### src/rtl/cpu_exec_pkg.sv
// Shared opcodes, halt-cause codes and FSM encodings for the CPU execution controller.
package cpu_exec_pkg;

    localparam logic [2:0] CMD_RUN     = 3'd1;
    localparam logic [2:0] CMD_STEP    = 3'd2;
    localparam logic [2:0] CMD_STEP_N  = 3'd3;
    localparam logic [2:0] CMD_HALT    = 3'd4;
    localparam logic [2:0] CMD_CLR_CNT = 3'd5;

    localparam logic [2:0] CAUSE_NONE      = 3'd0;
    localparam logic [2:0] CAUSE_HOST      = 3'd1;
    localparam logic [2:0] CAUSE_STEP_DONE = 3'd2;
    localparam logic [2:0] CAUSE_BP        = 3'd3;
    localparam logic [2:0] CAUSE_EBREAK    = 3'd4;

    typedef enum logic [1:0] {
        StHalted = 2'd0,
        StRun    = 2'd1,
        StStep   = 2'd2
    } state_e;

    // Index width that stays at least one bit even for a single slot.
    function automatic int unsigned clog2_min1(input int unsigned n);
        return (n <= 1) ? 1 : $clog2(n);
    endfunction

endpackage

### src/rtl/bp_match_unit.sv
// Programmable PC breakpoint slots with equality comparators and a lowest-index priority encoder.
module bp_match_unit
    import cpu_exec_pkg::*;
#(
    parameter int unsigned NB_PC  = 32,
    parameter int unsigned N_BP   = 4,
    parameter int unsigned NB_IDX = clog2_min1(N_BP)
) (
    input  logic              clk,
    input  logic              i_rst_n,
    input  logic              i_bp_wen,
    input  logic [NB_IDX-1:0] i_bp_idx,
    input  logic [NB_PC-1:0]  i_bp_addr,
    input  logic              i_bp_en,
    input  logic [NB_PC-1:0]  i_pc,
    output logic              o_match,
    output logic [NB_IDX-1:0] o_idx
);

    logic [NB_PC-1:0] r_bp_addr [N_BP];
    logic [N_BP-1:0]  r_bp_en;
    logic [N_BP-1:0]  w_hit;
    logic             w_idx_ok;

    // Only a non-power-of-two slot count can address a slot that does not exist.
    if (N_BP == (1 << NB_IDX)) begin : g_idx_full
        assign w_idx_ok = 1'b1;
    end else begin : g_idx_partial
        assign w_idx_ok = (i_bp_idx < NB_IDX'(N_BP));
    end

    always_ff @(posedge clk or negedge i_rst_n) begin
        if (!i_rst_n) begin
            for (int k = 0; k < N_BP; k++) begin
                r_bp_addr[k] <= '0;
            end
            r_bp_en <= '0;
        end else if (i_bp_wen && w_idx_ok) begin
            r_bp_addr[i_bp_idx] <= i_bp_addr;
            r_bp_en[i_bp_idx]   <= i_bp_en;
        end
    end

    always_comb begin
        w_hit = '0;
        for (int k = 0; k < N_BP; k++) begin
            w_hit[k] = r_bp_en[k] && (r_bp_addr[k] == i_pc);
        end
    end

    assign o_match = |w_hit;

    always_comb begin
        o_idx = '0;
        for (int k = N_BP - 1; k >= 0; k--) begin
            if (w_hit[k]) o_idx = NB_IDX'(k);
        end
    end

endmodule

### src/rtl/cpu_exec_ctrl.sv
// Execution controller: run / step / N-step / halt sequencing of the core advance-enable,
// with breakpoint and ebreak stops, halt-cause reporting and a saturating enabled-cycle counter.
module cpu_exec_ctrl
    import cpu_exec_pkg::*;
#(
    parameter int unsigned NB_PC   = 32,
    parameter int unsigned N_BP    = 4,
    parameter int unsigned NB_STEP = 16,
    parameter int unsigned NB_CNT  = 32
) (
    input  logic                         clk,
    input  logic                         i_rst_n,
    input  logic                         i_cmd_valid,
    input  logic [2:0]                   i_cmd,
    input  logic [NB_STEP-1:0]           i_step_count,
    input  logic                         i_bp_wen,
    input  logic [clog2_min1(N_BP)-1:0]  i_bp_idx,
    input  logic [NB_PC-1:0]             i_bp_addr,
    input  logic                         i_bp_en,
    input  logic [NB_PC-1:0]             i_pc,
    input  logic                         i_ebreak,
    output logic                         o_cpu_en,
    output logic                         o_halted,
    output logic                         o_done,
    output logic [2:0]                   o_halt_cause,
    output logic [clog2_min1(N_BP)-1:0]  o_bp_hit_idx,
    output logic                         o_cmd_err,
    output logic [NB_CNT-1:0]            o_cnt
);

    localparam int unsigned NB_IDX = clog2_min1(N_BP);

    state_e              r_state, w_state_nx;
    logic [NB_STEP-1:0]  r_remaining, w_remaining_nx;
    logic                r_skip, w_skip_nx;
    logic [2:0]          r_cause, w_cause_nx;
    logic [NB_IDX-1:0]   r_bp_hit_idx, w_bp_hit_idx_nx;
    logic                r_done, r_cmd_err, w_cmd_err_nx;
    logic [NB_CNT-1:0]   r_cnt, w_cnt_nx;

    logic                w_bp_match;
    logic [NB_IDX-1:0]   w_bp_idx;
    logic                w_halt_cmd, w_go_cmd, w_clr_cmd, w_stop, w_cpu_en;

    bp_match_unit #(
        .NB_PC  (NB_PC),
        .N_BP   (N_BP),
        .NB_IDX (NB_IDX)
    ) u_bp_match (
        .clk       (clk),
        .i_rst_n   (i_rst_n),
        .i_bp_wen  (i_bp_wen),
        .i_bp_idx  (i_bp_idx),
        .i_bp_addr (i_bp_addr),
        .i_bp_en   (i_bp_en),
        .i_pc      (i_pc),
        .o_match   (w_bp_match),
        .o_idx     (w_bp_idx)
    );

    assign w_halt_cmd = i_cmd_valid && (i_cmd == CMD_HALT);
    assign w_clr_cmd  = i_cmd_valid && (i_cmd == CMD_CLR_CNT);
    assign w_go_cmd   = i_cmd_valid &&
                        ((i_cmd == CMD_RUN) || (i_cmd == CMD_STEP) || (i_cmd == CMD_STEP_N));
    // The skip cycle lets a resume execute the instruction it stopped on exactly once.
    assign w_stop     = !r_skip && (w_bp_match || i_ebreak);

    always_ff @(posedge clk or negedge i_rst_n) begin
        if (!i_rst_n) begin
            r_state      <= StHalted;
            r_remaining  <= '0;
            r_skip       <= 1'b0;
            r_cause      <= CAUSE_NONE;
            r_bp_hit_idx <= '0;
            r_done       <= 1'b0;
            r_cmd_err    <= 1'b0;
            r_cnt        <= '0;
        end else begin
            r_state      <= w_state_nx;
            r_remaining  <= w_remaining_nx;
            r_skip       <= w_skip_nx;
            r_cause      <= w_cause_nx;
            r_bp_hit_idx <= w_bp_hit_idx_nx;
            r_done       <= (r_state != StHalted) && (w_state_nx == StHalted);
            r_cmd_err    <= w_cmd_err_nx;
            r_cnt        <= w_cnt_nx;
        end
    end

    always_comb begin
        w_state_nx      = r_state;
        w_remaining_nx  = r_remaining;
        w_skip_nx       = r_skip;
        w_cause_nx      = r_cause;
        w_bp_hit_idx_nx = r_bp_hit_idx;
        w_cmd_err_nx    = 1'b0;
        w_cnt_nx        = r_cnt;

        if (i_cmd_valid) begin
            case (i_cmd)
                CMD_RUN, CMD_STEP, CMD_STEP_N: w_cmd_err_nx = (r_state != StHalted);
                CMD_HALT, CMD_CLR_CNT:         w_cmd_err_nx = 1'b0;
                default:                       w_cmd_err_nx = 1'b1;
            endcase
        end

        if (w_clr_cmd) begin
            w_cnt_nx = '0;
        end else if (w_cpu_en && (r_cnt != '1)) begin
            w_cnt_nx = r_cnt + NB_CNT'(1);
        end

        if (w_cpu_en) begin
            w_skip_nx = 1'b0;
            if (r_state == StStep) w_remaining_nx = r_remaining - NB_STEP'(1);
        end

        unique case (r_state)
            StHalted: begin
                if (w_go_cmd) begin
                    w_state_nx     = (i_cmd == CMD_RUN) ? StRun : StStep;
                    w_remaining_nx = ((i_cmd == CMD_STEP_N) && (i_step_count != '0)) ?
                                     i_step_count : NB_STEP'(1);
                    w_skip_nx      = 1'b1;
                    w_cause_nx     = CAUSE_NONE;
                end
            end
            StRun, StStep: begin
                if (w_stop) begin
                    w_state_nx = StHalted;
                    if (w_bp_match) begin
                        w_cause_nx      = CAUSE_BP;
                        w_bp_hit_idx_nx = w_bp_idx;
                    end else begin
                        w_cause_nx = CAUSE_EBREAK;
                    end
                end else if (w_halt_cmd) begin
                    w_state_nx = StHalted;
                    w_cause_nx = CAUSE_HOST;
                end else if ((r_state == StStep) && w_cpu_en &&
                             (r_remaining == NB_STEP'(1))) begin
                    w_state_nx = StHalted;
                    w_cause_nx = CAUSE_STEP_DONE;
                end
            end
            default: w_state_nx = StHalted;
        endcase
    end

    always_comb begin
        w_cpu_en = i_rst_n && (r_state != StHalted) && !w_stop && !w_halt_cmd;
    end

    assign o_cpu_en     = w_cpu_en;
    assign o_halted     = (r_state == StHalted);
    assign o_done       = r_done;
    assign o_halt_cause = r_cause;
    assign o_bp_hit_idx = r_bp_hit_idx;
    assign o_cmd_err    = r_cmd_err;
    assign o_cnt        = r_cnt;

endmodule

### config.mk
export PLATFORM = sky130hd
export DESIGN_NAME = cpu_exec_ctrl
export DESIGN_NICKNAME = d
export VERILOG_FILES = /design/src/rtl/cpu_exec_pkg.sv /design/src/rtl/bp_match_unit.sv /design/src/rtl/cpu_exec_ctrl.sv
export SDC_FILE = /design/constraint.sdc
export NUM_CORES = 1
export LEC_CHECK = 0
export ABC_AREA = 1
export CELL_PAD_IN_SITES_DETAIL_PLACEMENT = 1
export CELL_PAD_IN_SITES_GLOBAL_PLACEMENT = 1
export CORE_MARGIN = 1
export CORE_UTILIZATION = 37
export DETAILED_ROUTE_END_ITERATION = 12
export PLACE_DENSITY = 0.87
export SETUP_SLACK_MARGIN = 0.4
export SYNTH_ARGS = -nofsm -noshare
export SYNTH_HDL_FRONTEND = slang
export SYNTH_SLANG_ARGS = --single-unit
### constraint.sdc
create_clock -name clk -period 1.8 [get_ports clk]
set_input_delay 0.36 -clock clk [delete_from_list [all_inputs] [get_ports clk]]
set_output_delay 0.36 -clock clk [all_outputs]
set_load 0.1 [all_outputs]
==> run_results.csv <==
group,metric,value,unit
run_status,outcome,"finished, violations left",
timing,fin_worst_skew,0.0229,ns
timing,setup_viol,59,
timing,fmax,0.338,GHz
placed_design,portBuffers,131,
power,ir_drop,0.857,mV
detailed_routing,drc,0,
cells_and_area,instances_no_fill,2513,
detailed_routing,wl_per_cell,24.9,um
cts,cts_root_buf,"clkbuf_16",
global_route,grt.total_usage,38.0,%
die,core,0.0297,sq mm
power,leakagePower,8.82,nW
cts,hold_buffers,0,
cells_and_area,insertedDiodeCount,0,
detailed_routing,drtIter0Drc,1138,
cells_and_area,fin_nets,2207,
setup_path,path_cells,"inv_1 -> nand2_2 -> o21ai_0 -> nor2_1 -> nand2_1 -> nor2_2 -> nand3_2 -> nor2_2 -> nor2_2 -> nand3_4 -> nand2_4 -> buf_4 -> nand4_4 -> buf_12 -> nand2_8 -> buf_4 -> nand4_1 -> nand2_1 -> nand2_1 -> nor2_1",
hold_path,hp-class,"input pin to async pin",
setup_path,cp-start-kind,"register",
die,start_util,37.8,%
die,pin_count,132,
timing,finalWorstPathRequiredPeriod,2.96,ns
timing,timing.final.hold_violations,0,
placed_design,place_hpwl,41700,um
detailed_routing,viasPerCell,5.64,
logic_synthesis,yosysWarnings,0,
global_route,grt_pass1_vias,14800,
timing,period_share,164,%
setup_path,crit_required,2.19,ns
cts,worst_skew_pair.late_latency,0.50,ns
cts,tritoncts,"done",
die,die_w,176,um
cells_and_area,syn2layout_area_growth,58.9,%
detailed_routing,detail-route-antenna-nets,0,
setup_path,slowest_stage,"dfrtp_1",
detailed_routing,routed_wl,62600,um
global_route,overflow,0,
setup_path,critPathTopFamily,"simple AND/OR/NAND/NOR gates",
cts,cts_buffer_depth,2,
logic_synthesis,ys_seq_area_share,42.3,%
logic_synthesis,synth_edf_count,0,
logic_synthesis,async_flop_share,100,%
timing,fin_ws,-1.16,ns
logic_synthesis,yosysUniqueCellTypes,53,
run_status,violations,"negative setup slack",
logic_synthesis,synth_nets,1706,
job,maxCapViolCount,0,
cts,numCtsBuffers,17,
setup_path,r2r_slack,-1.16,ns
cts,htree_levels,4,
setup_path,critPathKind,"register to register",
power,power.density,1020,mW/mm^2
setup_path,critPathBufInv,4,
setup_path,crit_arrival,3.34,ns
placed_design,place_ws,-1.55,ns
setup_path,crit_fanout,7,
placed_design,dpl.cell_count,2411,
setup_path,cpPeakStageDelay,0.45,ns
global_route,antenna_found_initial,1,
global_route,grt_pass1_wl,87600,um
timing,rsz0062_at_grt,"true",
logic_synthesis,synth_flop_cell,"dfrtp_1",
timing,tightestPinTransition,0.719,ns
cts,clkTransAtPathRegs,0.09,ns
logic_synthesis,synthCells,1609,
power,totalPowerFinal,18.2,mW
global_route,grt_start_max_net_pins,104,
die,rows,63,
detailed_routing,firstDrtPassIters,7,
logic_synthesis,avgSynthCellArea,6.98,sq um
die,die-area,0.0311,sq mm
logic_synthesis,syn-cell-area,0.0112,sq mm
cells_and_area,fin_area,0.0178,sq mm
timing,finalSetupTns,-51.68,ns
logic_synthesis,synth-seq-cells,190,
placed_design,place_area,0.0159,sq mm
cts,cts_sinks,190,
setup_path,cp-end-kind,"register",
timing,slew_viol_final,0,
placed_design,gp_congestion,1.08,
detailed_routing,vias,14200,
die,die_height,176,um
timing,slew_headroom,52.1,%
cells_and_area,drive_above_1_share,32.8,%
## path summary, 6_finish.rpt
path | startpoint | to | cells past startpoint
max | u_bp_match.r_bp_addr[10] | o_cnt[16] | 20
min | i_rst_n | u_bp_match.r_bp_addr[27] | 3
max reg2reg | u_bp_match.r_bp_addr[10] | o_cnt[16] | 20
min reg2reg | u_bp_match.r_bp_addr[88] | u_bp_match.r_bp_addr[88] | 2
max in group asynchronous | i_rst_n | u_bp_match.r_bp_addr[68] | 3
min in group clk | i_bp_addr[1] | u_bp_match.r_bp_addr[97] | 3
## sequential cells by signal (all words and copies together), names as in the netlist
signal	cells
u_bp_match.r_bp_en	4
o_cmd_err	1
r_state	2
o_cnt	32
r_remaining	16
u_bp_match.r_bp_addr	128
o_bp_hit_idx	2
o_halt_cause	3
o_done	1
r_skip	1
## placed cells by master, fill, tap and decap left out, types with 29 or more instances in the layout
master	count
inv_1	196
nor2_1	120
buf_12	53
clkdlybuf4s50_1	60
buf_6	51
nand2_2	45
buf_4	325
nand2_1	434
nand4_1	51
o21ai_0	170
dfrtp_1	164
a21oi_1	29
inv_2	31
## synthesized netlist by cell type, drive strengths merged, types with 13 or more instances
| master | instances | area (sq um) |
|---|---|---|
| nand4 | 54 | 365 |
| inv | 233 | 875 |
| nand2 | 492 | 1870 |
| nor2 | 162 | 646 |
| nor3 | 34 | 191 |
| o21ai | 212 | 1060 |
| nor4 | 19 | 125 |
| xnor2 | 16 | 140 |
| a21oi | 38 | 190 |
| or2 | 13 | 81.3 |
| clkbuf | 35 | 134 |
| dfrtp | 190 | 4750 |
| nand3 | 44 | 248 |
| xor2 | 14 | 123 |
## power by group
group	internal (mW)	switching (mW)
Combinational	3.40	4.96
Sequential	5.07	0.864
Clock	1.87	2.03
Total	10.3	7.86
## through the flow
stage | utilization (%) | hold WS [ns]
global placement | 53.6 | 0.468
detailed placement | 53.6 | 0.485
floorplan | - | 0.0644
CTS | 58.2 | 0.134
finish | 60.0 | 0.0886
global route | 60.0 | 0.154
## routing by layer
metal	wire, um	vias to the layer above	GRT usage (%)	part of all wire, %
met5	0	-	0	0
met3	4160	262	6.18	6.6
li1	-	6162	-	-
met2	31200	737	67.9	50
met1	23500	7004	44.5	38
met4	3700	0	17.1	5.9
## logic make-up (layout without fill, tap and decap cells)
kind of cell	count (synthesis)	in the layout	synth area share, %
compound gates	279	279	13.1
xor+xnor	30	30	2.34
fa+ha+maj	6	6	0.669
buf+inv	274	786	9.35
flops	190	190	42.3
mux	2	2	0.178
simple gates	828	830	32.0
## area by class of cell
class                   count  area, sq um
fillers                  3623        11900
multi-input cells        1147         6130
repair buffers            520         4960
flip-flops and latches    190         4800
inverters                 234          896
well taps                 390          488
clock buffers              19          443
clock inverters            13          121
## worst register-to-register path, stage by stage (launching register included)
cell     delay (ns)
dfrtp_1        0.45
inv_1          0.12
nand2_2        0.08
o21ai_0        0.10
nor2_1         0.06
nand2_1        0.19
nor2_2         0.08
nand3_2        0.09
nor2_2         0.05
nor2_2         0.17
nand3_4        0.13
nand2_4        0.10
buf_4          0.14
nand4_4        0.16
buf_12         0.21
nand2_8        0.08
buf_4          0.15
nand4_1        0.13
nand2_1        0.10
nand2_1        0.06
nor2_1         0.21
## timing repair
item                       in CTS  in global routing
setup endpoints to repair      98                102
pin swaps                      46                 37
buffers inserted               40                 28
gates cloned                    2                  0
gates resized for setup       197                 95
Note: power is estimated with default switching activity, not from simulation.
